$ cat src/rtl/lcd_write_arbiter.sv
// Arbiter between LCD word sources and the single write engine.
// Grants one channel, strobes its word, waits for wr_done, then acks.
module lcd_write_arbiter #(
    parameter int NUM_CH   = 3,
    parameter int DATA_W   = 9,
    parameter int ARB_MODE = 0,
    parameter int TIMEOUT  = 50000
) (
    input  logic                     sys_clk_50MHz,
    input  logic                     sys_rst_n,
    input  logic [NUM_CH-1:0]        ch_req,
    input  logic [NUM_CH*DATA_W-1:0] ch_data,
    input  logic [NUM_CH-1:0]        ch_lock,
    input  logic                     wr_done,
    output logic [DATA_W-1:0]        data,
    output logic                     en_write,
    output logic [NUM_CH-1:0]        ch_ack,
    output logic [NUM_CH-1:0]        grant,
    output logic                     err_timeout
);

    localparam int PW = $clog2(NUM_CH);
    localparam logic [15:0] TO_LAST =
        (TIMEOUT == 0) ? 16'd0 : 16'(TIMEOUT - 1);
    localparam logic [PW-1:0] LAST_CH = PW'(NUM_CH - 1);
    localparam logic [PW:0] NCH = (PW+1)'(NUM_CH);
    localparam logic [NUM_CH-1:0] ONE = {{(NUM_CH-1){1'b0}}, 1'b1};

    typedef enum logic [1:0] {IDLE, WAIT, ACK, HOLD} state_t;

    state_t              state, state_n;
    logic [15:0]         timer, timer_n;
    logic [PW-1:0]       rr_ptr, rr_ptr_n;
    logic [PW-1:0]       gidx, gidx_n;
    logic [DATA_W-1:0]   data_n;
    logic                en_n, err_n;
    logic [NUM_CH-1:0]   ack_n, grant_n;
    logic [PW-1:0]       win;
    logic                win_ok;
    logic [PW:0]         idx;
    logic [DATA_W-1:0]   words [NUM_CH];

    for (genvar i = 0; i < NUM_CH; i++) begin : g_words
        assign words[i] = ch_data[i*DATA_W +: DATA_W];
    end

    // Round robin scans upward from the channel after the last winner.
    always_comb begin
        win    = '0;
        win_ok = 1'b0;
        idx    = '0;
        if (ARB_MODE == 1) begin
            for (int i = 0; i < NUM_CH; i++) begin
                idx = {1'b0, rr_ptr} + (PW+1)'(i + 1);
                if (idx >= NCH)
                    idx = idx - NCH;
                if (!win_ok && ch_req[idx[PW-1:0]]) begin
                    win    = idx[PW-1:0];
                    win_ok = 1'b1;
                end
            end
        end else begin
            for (int i = NUM_CH - 1; i >= 0; i--) begin
                if (ch_req[i]) begin
                    win    = PW'(i);
                    win_ok = 1'b1;
                end
            end
        end
    end

    always_comb begin
        state_n  = state;
        timer_n  = timer;
        rr_ptr_n = rr_ptr;
        gidx_n   = gidx;
        data_n   = data;
        grant_n  = grant;
        en_n     = 1'b0;
        ack_n    = '0;
        err_n    = 1'b0;
        unique case (state)
            IDLE: begin
                if (win_ok) begin
                    gidx_n  = win;
                    grant_n = ONE << win;
                    data_n  = words[win];
                    en_n    = 1'b1;
                    timer_n = '0;
                    state_n = WAIT;
                    if (ARB_MODE == 1)
                        rr_ptr_n = win;
                end
            end
            WAIT: begin
                timer_n = timer + 16'd1;
                // A completion in the expiry cycle still counts as success.
                if (wr_done) begin
                    ack_n   = grant;
                    state_n = ACK;
                end else if (TIMEOUT != 0 && timer == TO_LAST) begin
                    err_n   = 1'b1;
                    grant_n = '0;
                    state_n = IDLE;
                end
            end
            ACK: state_n = HOLD;
            HOLD: begin
                if (!ch_lock[gidx]) begin
                    grant_n = '0;
                    state_n = IDLE;
                end else if (ch_req[gidx]) begin
                    data_n  = words[gidx];
                    en_n    = 1'b1;
                    timer_n = '0;
                    state_n = WAIT;
                end
            end
            default: state_n = IDLE;
        endcase
    end

    always_ff @(posedge sys_clk_50MHz or negedge sys_rst_n) begin
        if (!sys_rst_n) begin
            state       <= IDLE;
            timer       <= '0;
            rr_ptr      <= LAST_CH;
            gidx        <= '0;
            data        <= '0;
            en_write    <= 1'b0;
            ch_ack      <= '0;
            grant       <= '0;
            err_timeout <= 1'b0;
        end else begin
            state       <= state_n;
            timer       <= timer_n;
            rr_ptr      <= rr_ptr_n;
            gidx        <= gidx_n;
            data        <= data_n;
            en_write    <= en_n;
            ch_ack      <= ack_n;
            grant       <= grant_n;
            err_timeout <= err_n;
        end
    end

endmodule

$ cat config.mk
export PLATFORM = sky130hd
export DESIGN_NAME = lcd_write_arbiter
export DESIGN_NICKNAME = d
export VERILOG_FILES = /design/src/rtl/lcd_write_arbiter.sv
export SDC_FILE = /design/constraint.sdc
export NUM_CORES = 1
export LEC_CHECK = 0
export CORE_MARGIN = 2
export CORE_UTILIZATION = 48
export CTS_BUF_LIST = sky130_fd_sc_hd__clkbuf_4 sky130_fd_sc_hd__clkbuf_8
export DETAILED_ROUTE_END_ITERATION = 16
export GPL_ROUTABILITY_DRIVEN = 0
export HOLD_SLACK_MARGIN = 0.1
export MAX_ROUTING_LAYER = met4
export PLACE_DENSITY_LB_ADDON = 0.25
export SYNTH_ARGS = -nofsm -noshare
export SYNTH_HDL_FRONTEND = slang
export SYNTH_SLANG_ARGS = --single-unit
export TNS_END_PERCENT = 100
$ cat constraint.sdc
create_clock -name sys_clk_50MHz -period 2.1 [get_ports sys_clk_50MHz]
set_input_delay 0.42 -clock sys_clk_50MHz [delete_from_list [all_inputs] [get_ports sys_clk_50MHz]]
set_output_delay 0.42 -clock sys_clk_50MHz [all_outputs]
set_load 0.02 [all_outputs]
==> results.toml, run 1 <==
[placed_design]
io_buffers = 52
dp_cells = 410
hpwl_mm = 4.42

[clocking]
cts.sinks = 37
cts_tree = "yes"
clk_pin_slew_worst_paths_ns = 0.08
cts-hold-fix-buffers = 0
cts_resized = 0
post_cts_buffers = 0
clockBufferDepth = 2
worstSkewPairLatency_ns = 0.29
clockRootBuffer = "clkbuf_8"
htree_levels = 2
cts_inserted_buffers = 5

[worst_setup_path]
crit_fanout = 14
start_kind = "flip-flop"
end_kind = "flip-flop"
critical_path_class = "flip-flop to flip-flop"
required_ns = 2.28
arrival_ns = 2.18

[hold_path]
hold_path.class = "input port to async pin"

[floorplanning]
die_y_um = 76.2
die-area_sq_um = 5810
fp.coreArea_sq_um = 5070
die_w_um = 76.2
initial_core_util_pct = 49.4
core.rowCount = 26
io_pins = 53

[detailed_routing]
drt-initial-drc-count = 175
drtPass1Iterations = 4
wl_met1_mm = 3.03
route.detailed.drc = 0
ant_nets = 0
wirelength_mm = 6.38
vias = 2416
routed.top_layer = "met4"
vias_per_cell = 5.77
wire_per_inst_um = 15.2
met2_length_mm = 2.90
wl_met3_um = 419

[timing]
finalWorstPathRequiredPeriod_ns = 2.01
skew_ns = 0.00481
worst_slew_pin_slew_ns = 0.495
period_share_pct = 95.5
maxSlewHeadroom_pct = 67.0
hold_slack_ns = 0.165
setup_viol = 0
rsz0062_at_grt = "false"
hold_viol = 0
max_clock_freq_ghz = 0.499
maxSlewViolCount = 0

[synthesis]
syn_inst = 282
synthArstFlopShare_pct = 100
syn_area_sq_um = 2500
ys_warn_count = 0
synth.distinct_cells = 44
synth_flop_cell = "dfrtp_1"
synth_seq_cells = 37
yosysSeqAreaShare_pct = 37.0
synthesis.nets = 324
synth_enable_flop_cells = 0
syn_area_per_cell_sq_um = 8.88

[flow_run]
maxCapViolations = 0

[grt]
grt_overflow = 0
grt_first_pass_wirelength_mm = 11.1
grt_use_total_pct = 23.7
grt_pass1_vias = 2300
grt_max_degree = 38
antenna_found_initial = 0

[power_and_ir_drop]
power.density_nw_per_um2 = 1140
p_leak_nw = 1.49
ir_drop_mv = 0.815

[layout]
antennaDiodeCount = 0
drive_gt1_share_pct = 12.9
layout_commonest_cell = "clkdlybuf4s50_1"
mostFrequentLayoutCells = "clkdlybuf4s50_1, dfrtp_1, o21ai_0"
instances_no_fill = 419
fill_cells = 441
synthToLayoutAreaGrowth_pct = 34.0
multi_input_area_sq_um = 1440
fin_nets = 390
seq_area_sq_um = 926

[outcome]
status = "completed"
## power breakdown
group          leakage, nW  switching (mW)  internal (mW)
Combinational        0.949            1.12           1.01
Clock               0.0574           0.273          0.386
Sequential           0.485           0.131          0.901
Total                 1.49            1.53           2.29
## routing by layer
layer  up-vias  GRT usage (%)
met5         -              -
met3         4           5.92
met2        90           34.9
met4         0           6.36
met1      1143           32.9
li1       1179              -
## path summary, 6_finish.rpt
kind,to,slack (ns),depth (start not counted)
setup / recovery,timer[7]$_DFFE_PN0P_,0.09,7
hold / removal,data[3]$_DFFE_PN0P_,0.17,2
setup reg to reg,timer[7]$_DFFE_PN0P_,0.09,7
hold reg to reg,timer[14]$_DFFE_PN0P_,0.52,1
max in group asynchronous,timer[15]$_DFFE_PN0P_,1.58,2
min in group sys_clk_50MHz,timer[14]$_DFFE_PN0P_,0.52,1
## layout make-up
class / count / share of cell area (%)
Sequential cell: 37 / 27.6
Clock inverter: 2 / 1.12
Inverter: 13 / 1.45
Clock buffer: 6 / 2.46
Timing Repair Buffer: 79 / 21.8
Tap cell: 70 / 2.61
Multi-Input combinational cell: 212 / 43.0
## synthesized netlist by cell type, types with 6 or more instances
| cell type | instances | area share (%) |
|---|---|---|
| and3_1 | 7 | 1.7 |
| o21ai_0 | 27 | 5.4 |
| o31ai_1 | 9 | 2.7 |
| ha_1 | 6 | 3.0 |
| a21oi_1 | 12 | 2.4 |
| inv_1 | 13 | 1.9 |
| nand2_1 | 20 | 3.0 |
| o211ai_1 | 9 | 2.7 |
| nor2_1 | 6 | 0.90 |
| dfrtp_1 | 37 | 37 |
| o21ai_1 | 11 | 2.2 |
| clkbuf_1 | 15 | 2.2 |
| a22oi_1 | 8 | 2.4 |
| a31oi_1 | 6 | 1.5 |
| nor2b_1 | 11 | 2.7 |
| nand3_1 | 12 | 2.4 |
| mux2i_1 | 21 | 8.4 |
| o31ai_2 | 7 | 3.5 |
## flip-flops by register name, summed over array words and instances (netlist names), named ones only
register,count
ch_ack,3
data,9
en_write,1
err_timeout,1
gidx,2
grant,3
state,1
timer,16
## per-stage QoR
stage | total power [mW] | worst slack, ns | area [sq um] | util, % | setup TNS [ns]
after floorplan | 2.33 | 0.00704 | 2500 | - | 0
after global placement | 3.13 | -0.0904 | 3230 | 63.6 | -0.652
after detailed placement | 3.16 | -0.181 | 3230 | 63.6 | -1.92
after CTS | 3.84 | 0.0798 | 3350 | 66.0 | 0
after global routing | 4.10 | 0.0173 | 3360 | 66.1 | 0
final | 3.82 | 0.0947 | 3360 | 66.1 | 0
## worst max-delay path, stage by stage (launching register included)
cell and delay [ns]:
dfrtp_1 0.39, inv_1 0.10, ha_1 0.20, nor4b_1 0.16, or2_1 0.25, or3_1 0.36, buf_12 0.17, o41ai_1 0.25
## cells by family after synthesis
kind of cell	Yosys count	synth area share, %
AOI/OAI and AO/OA	100	26.8
muxes	22	8.84
adders and majority gates	6	3.00
buffers and inverters	33	5.39
and+or+nand+nor	84	19.0
DFF	37	37.0
(Power assumes the default switching activity.)
==> inputs of run 2 (changes only) <==
--- a/config.mk
+++ b/config.mk
@@ -13,6 +13,7 @@
 export HOLD_SLACK_MARGIN = 0.1
 export MAX_ROUTING_LAYER = met4
 export PLACE_DENSITY_LB_ADDON = 0.25
+export SKIP_LAST_GASP = 1
 export SYNTH_ARGS = -nofsm -noshare
 export SYNTH_HDL_FRONTEND = slang
 export SYNTH_SLANG_ARGS = --single-unit
==> results of run 2 <==
No change in the layout: final DEF, timing and power equal those of run 1.
==> inputs of run 3 (changes only) <==
--- a/config.mk
+++ b/config.mk
@@ -5,6 +5,7 @@
 export SDC_FILE = /design/constraint.sdc
 export NUM_CORES = 1
 export LEC_CHECK = 0
+export CAP_MARGIN = 10
 export CORE_MARGIN = 2
 export CORE_UTILIZATION = 48
 export CTS_BUF_LIST = sky130_fd_sc_hd__clkbuf_4 sky130_fd_sc_hd__clkbuf_8
==> constraint.sdc (replaced) <==
create_clock -name sys_clk_50MHz -period 1.9 [get_ports sys_clk_50MHz]
set_input_delay 0.57 -clock sys_clk_50MHz [delete_from_list [all_inputs] [get_ports sys_clk_50MHz]]
set_output_delay 0.57 -clock sys_clk_50MHz [all_outputs]
set_load 0.02 [all_outputs]
==> run 3 against run 2 <==
The run now ends with negative setup slack left. Via count increased by 4.9%. Clock power decreased by 12%. Routed wire length increased by 16%. Cell area increased by 6.2%. Highest routed layer unchanged. Fmax increased by 3.6%. Count of clock-buffer cells in the layout increased by 1. Register-to-register slack got worse by 0.13 ns. Utilization increased by 4.1 points. Sequential share of layout area decreased by 1.6 points. Critical path type unchanged. Sequential power increased by 9.7%. Die area unchanged. Worst setup slack got worse by 0.13 ns.
==> results.toml, run 3 (same netlist as run 1, synthesis figures left out) <==
[outcome]
status = "finished with violations"
violations = "negative setup slack"

[detailed_routing]
vias_per_cell = 5.92
wire_per_inst_um = 17.3
drt-initial-drc-count = 158
wirelength_mm = 7.39
drtPass1Iterations = 5
route.detailed.drc = 0
ant_nets = 0
vias = 2535

[timing]
setup_viol = 3
period_share_pct = 102
finalWorstPathRequiredPeriod_ns = 1.94
rsz0062_at_grt = "true"
maxSlewViolCount = 0
max_clock_freq_ghz = 0.516
hold_viol = 0
layout_setup_ws_ns = -0.0364
maxSlewHeadroom_pct = 66.7
skew_ns = 0.0115
worst_slew_pin_slew_ns = 0.499
fin_setup_tns_ns = -0.0432

[grt]
antenna_found_initial = 0
grt_pass1_vias = 2380
grt_max_degree = 38
gr-usage-met1_pct = 33.2
grt_first_pass_wirelength_mm = 11.9
grtUsageMet3_pct = 5.21
top_usage_layer = "met2"
grt_use_total_pct = 25.8
grt_overflow = 0
grt_use_met2_pct = 41.9

[layout]
layout_commonest_cell = "clkdlybuf4s50_1"
antennaDiodeCount = 0
largest_reg_flops = 16
synthToLayoutAreaGrowth_pct = 42.4
drive_gt1_share_pct = 19.6
mostFrequentLayoutCells = "clkdlybuf4s50_1, dfrtp_1, buf_4"
largest_register = "timer"
fin_nets = 400
fill_cells = 408
reg_top3 = "timer x16, data x9"
fin_area_sq_um = 3570

[worst_setup_path]
arrival_ns = 2.10
crit_fanout = 6
cpLargestDelayFamily = "simple AND/OR/NAND/NOR gates"
cpMaxStageDelayCell = "dfrtp_1"
path_cells = "nor4bb_1 > nand4_1 > o21ai_1 > nand3_1 > mux2_1"
critical_path_class = "flip-flop to flip-flop"
cp_num_buf_inv = 0
required_ns = 2.07
max_stage_delay_ns = 0.47
start_kind = "flip-flop"
end_kind = "flip-flop"

[clocking]
clockBufferDepth = 2
clockRootBuffer = "clkbuf_8"
clk_pin_slew_worst_paths_ns = 0.08
cts-hold-fix-buffers = 0
cts.sinks = 37
cts_tree = "yes"
worstSkewPairLatency_ns = 0.29
cts_inserted_buffers = 5
htree_levels = 2

[hold_path]
hold_path.class = "input port to async pin"

[power_and_ir_drop]
power.density_nw_per_um2 = 1260
ir_drop_mv = 0.854
p_leak_nw = 1.60

[placed_design]
hpwl_mm = 4.79
io_buffers = 52
place_area_sq_um = 3300

[floorplanning]
fp.coreArea_sq_um = 5070
io_pins = 53
core.rowCount = 26
die-area_sq_um = 5810
die_w_um = 76.2
initial_core_util_pct = 49.4
die_y_um = 76.2

[flow_run]
maxCapViolations = 0
==> run 3: routing by layer <==
layer,routed length [um],share of wire [%]
met5,0,0
met1,3170,43
met3,582,7.9
met4,54,0.73
met2,3580,48
==> run 3: repair_timing <==
| action | 4_1_cts | 5_1_grt |
|---|---|---|
| gates cloned | 0 | 2 |
| gates resized for setup | 12 | 18 |
| endpoints found under the setup margin | 28 | 26 |
| setup buffers | 0 | 1 |
| pin swaps | 1 | 5 |
==> run 3: worst paths after layout <==
kind | from | end | slack, ns | depth (start not counted)
hold / removal | sys_rst_n | data[4]$_DFFE_PN0P_ | 0.31 | 2
min in group sys_clk_50MHz | timer[13]$_DFFE_PN0P_ | timer[13]$_DFFE_PN0P_ | 0.52 | 1
max in group asynchronous | sys_rst_n | state[0]$_DFFE_PN0P_ | 1.22 | 2
setup reg to reg | timer[12]$_DFFE_PN0P_ | grant[2]$_DFFE_PN0P_ | -0.04 | 5
hold reg to reg | timer[13]$_DFFE_PN0P_ | timer[13]$_DFFE_PN0P_ | 0.52 | 1
setup / recovery | timer[12]$_DFFE_PN0P_ | grant[2]$_DFFE_PN0P_ | -0.04 | 5
==> run 3: report_power, final <==
group / total, mW / leakage (nW) / switching [mW] / internal [mW]
combinational: 2.79 / 1.07 / 1.43 / 1.36
sequential: 1.13 / 0.485 / 0.137 / 0.996
clock: 0.583 / 0.0477 / 0.280 / 0.302
==> run 3: final cells by class <==
class                           count  area [sq um]  area share, %
Sequential cell                    37           926           26.0
Multi-Input combinational cell    212          1580           44.2
Tap cell                           70          87.6           2.46
Inverter                           13          48.8           1.37
Clock buffer                        7          90.1           2.53
Timing Repair Buffer               89           836           23.4
==> run 3: stage by stage <==
| stage | utilization (%) | instances | hold slack [ns] | total power [mW] | setup WS [ns] |
|---|---|---|---|---|---|
| after floorplan | - | 282 | 0.274 | 2.65 | -0.0804 |
| after global placement | 65.1 | 418 | 0.490 | 3.51 | -0.589 |
| after detailed placement | 65.1 | 418 | 0.500 | 3.57 | -0.632 |
| after CTS | 67.8 | 425 | 0.343 | 4.25 | -0.0283 |
| after global routing | 70.3 | 428 | 0.358 | 4.79 | -0.0830 |
| final | 70.3 | 428 | 0.313 | 4.50 | -0.0364 |
==> run 3: worst register-to-register path: stages, from the launching register on <==
cell and delay [ns]:
dfrtp_1 0.47, nor4bb_1 0.41, nand4_1 0.26, o21ai_1 0.21, nand3_1 0.13, mux2_1 0.34
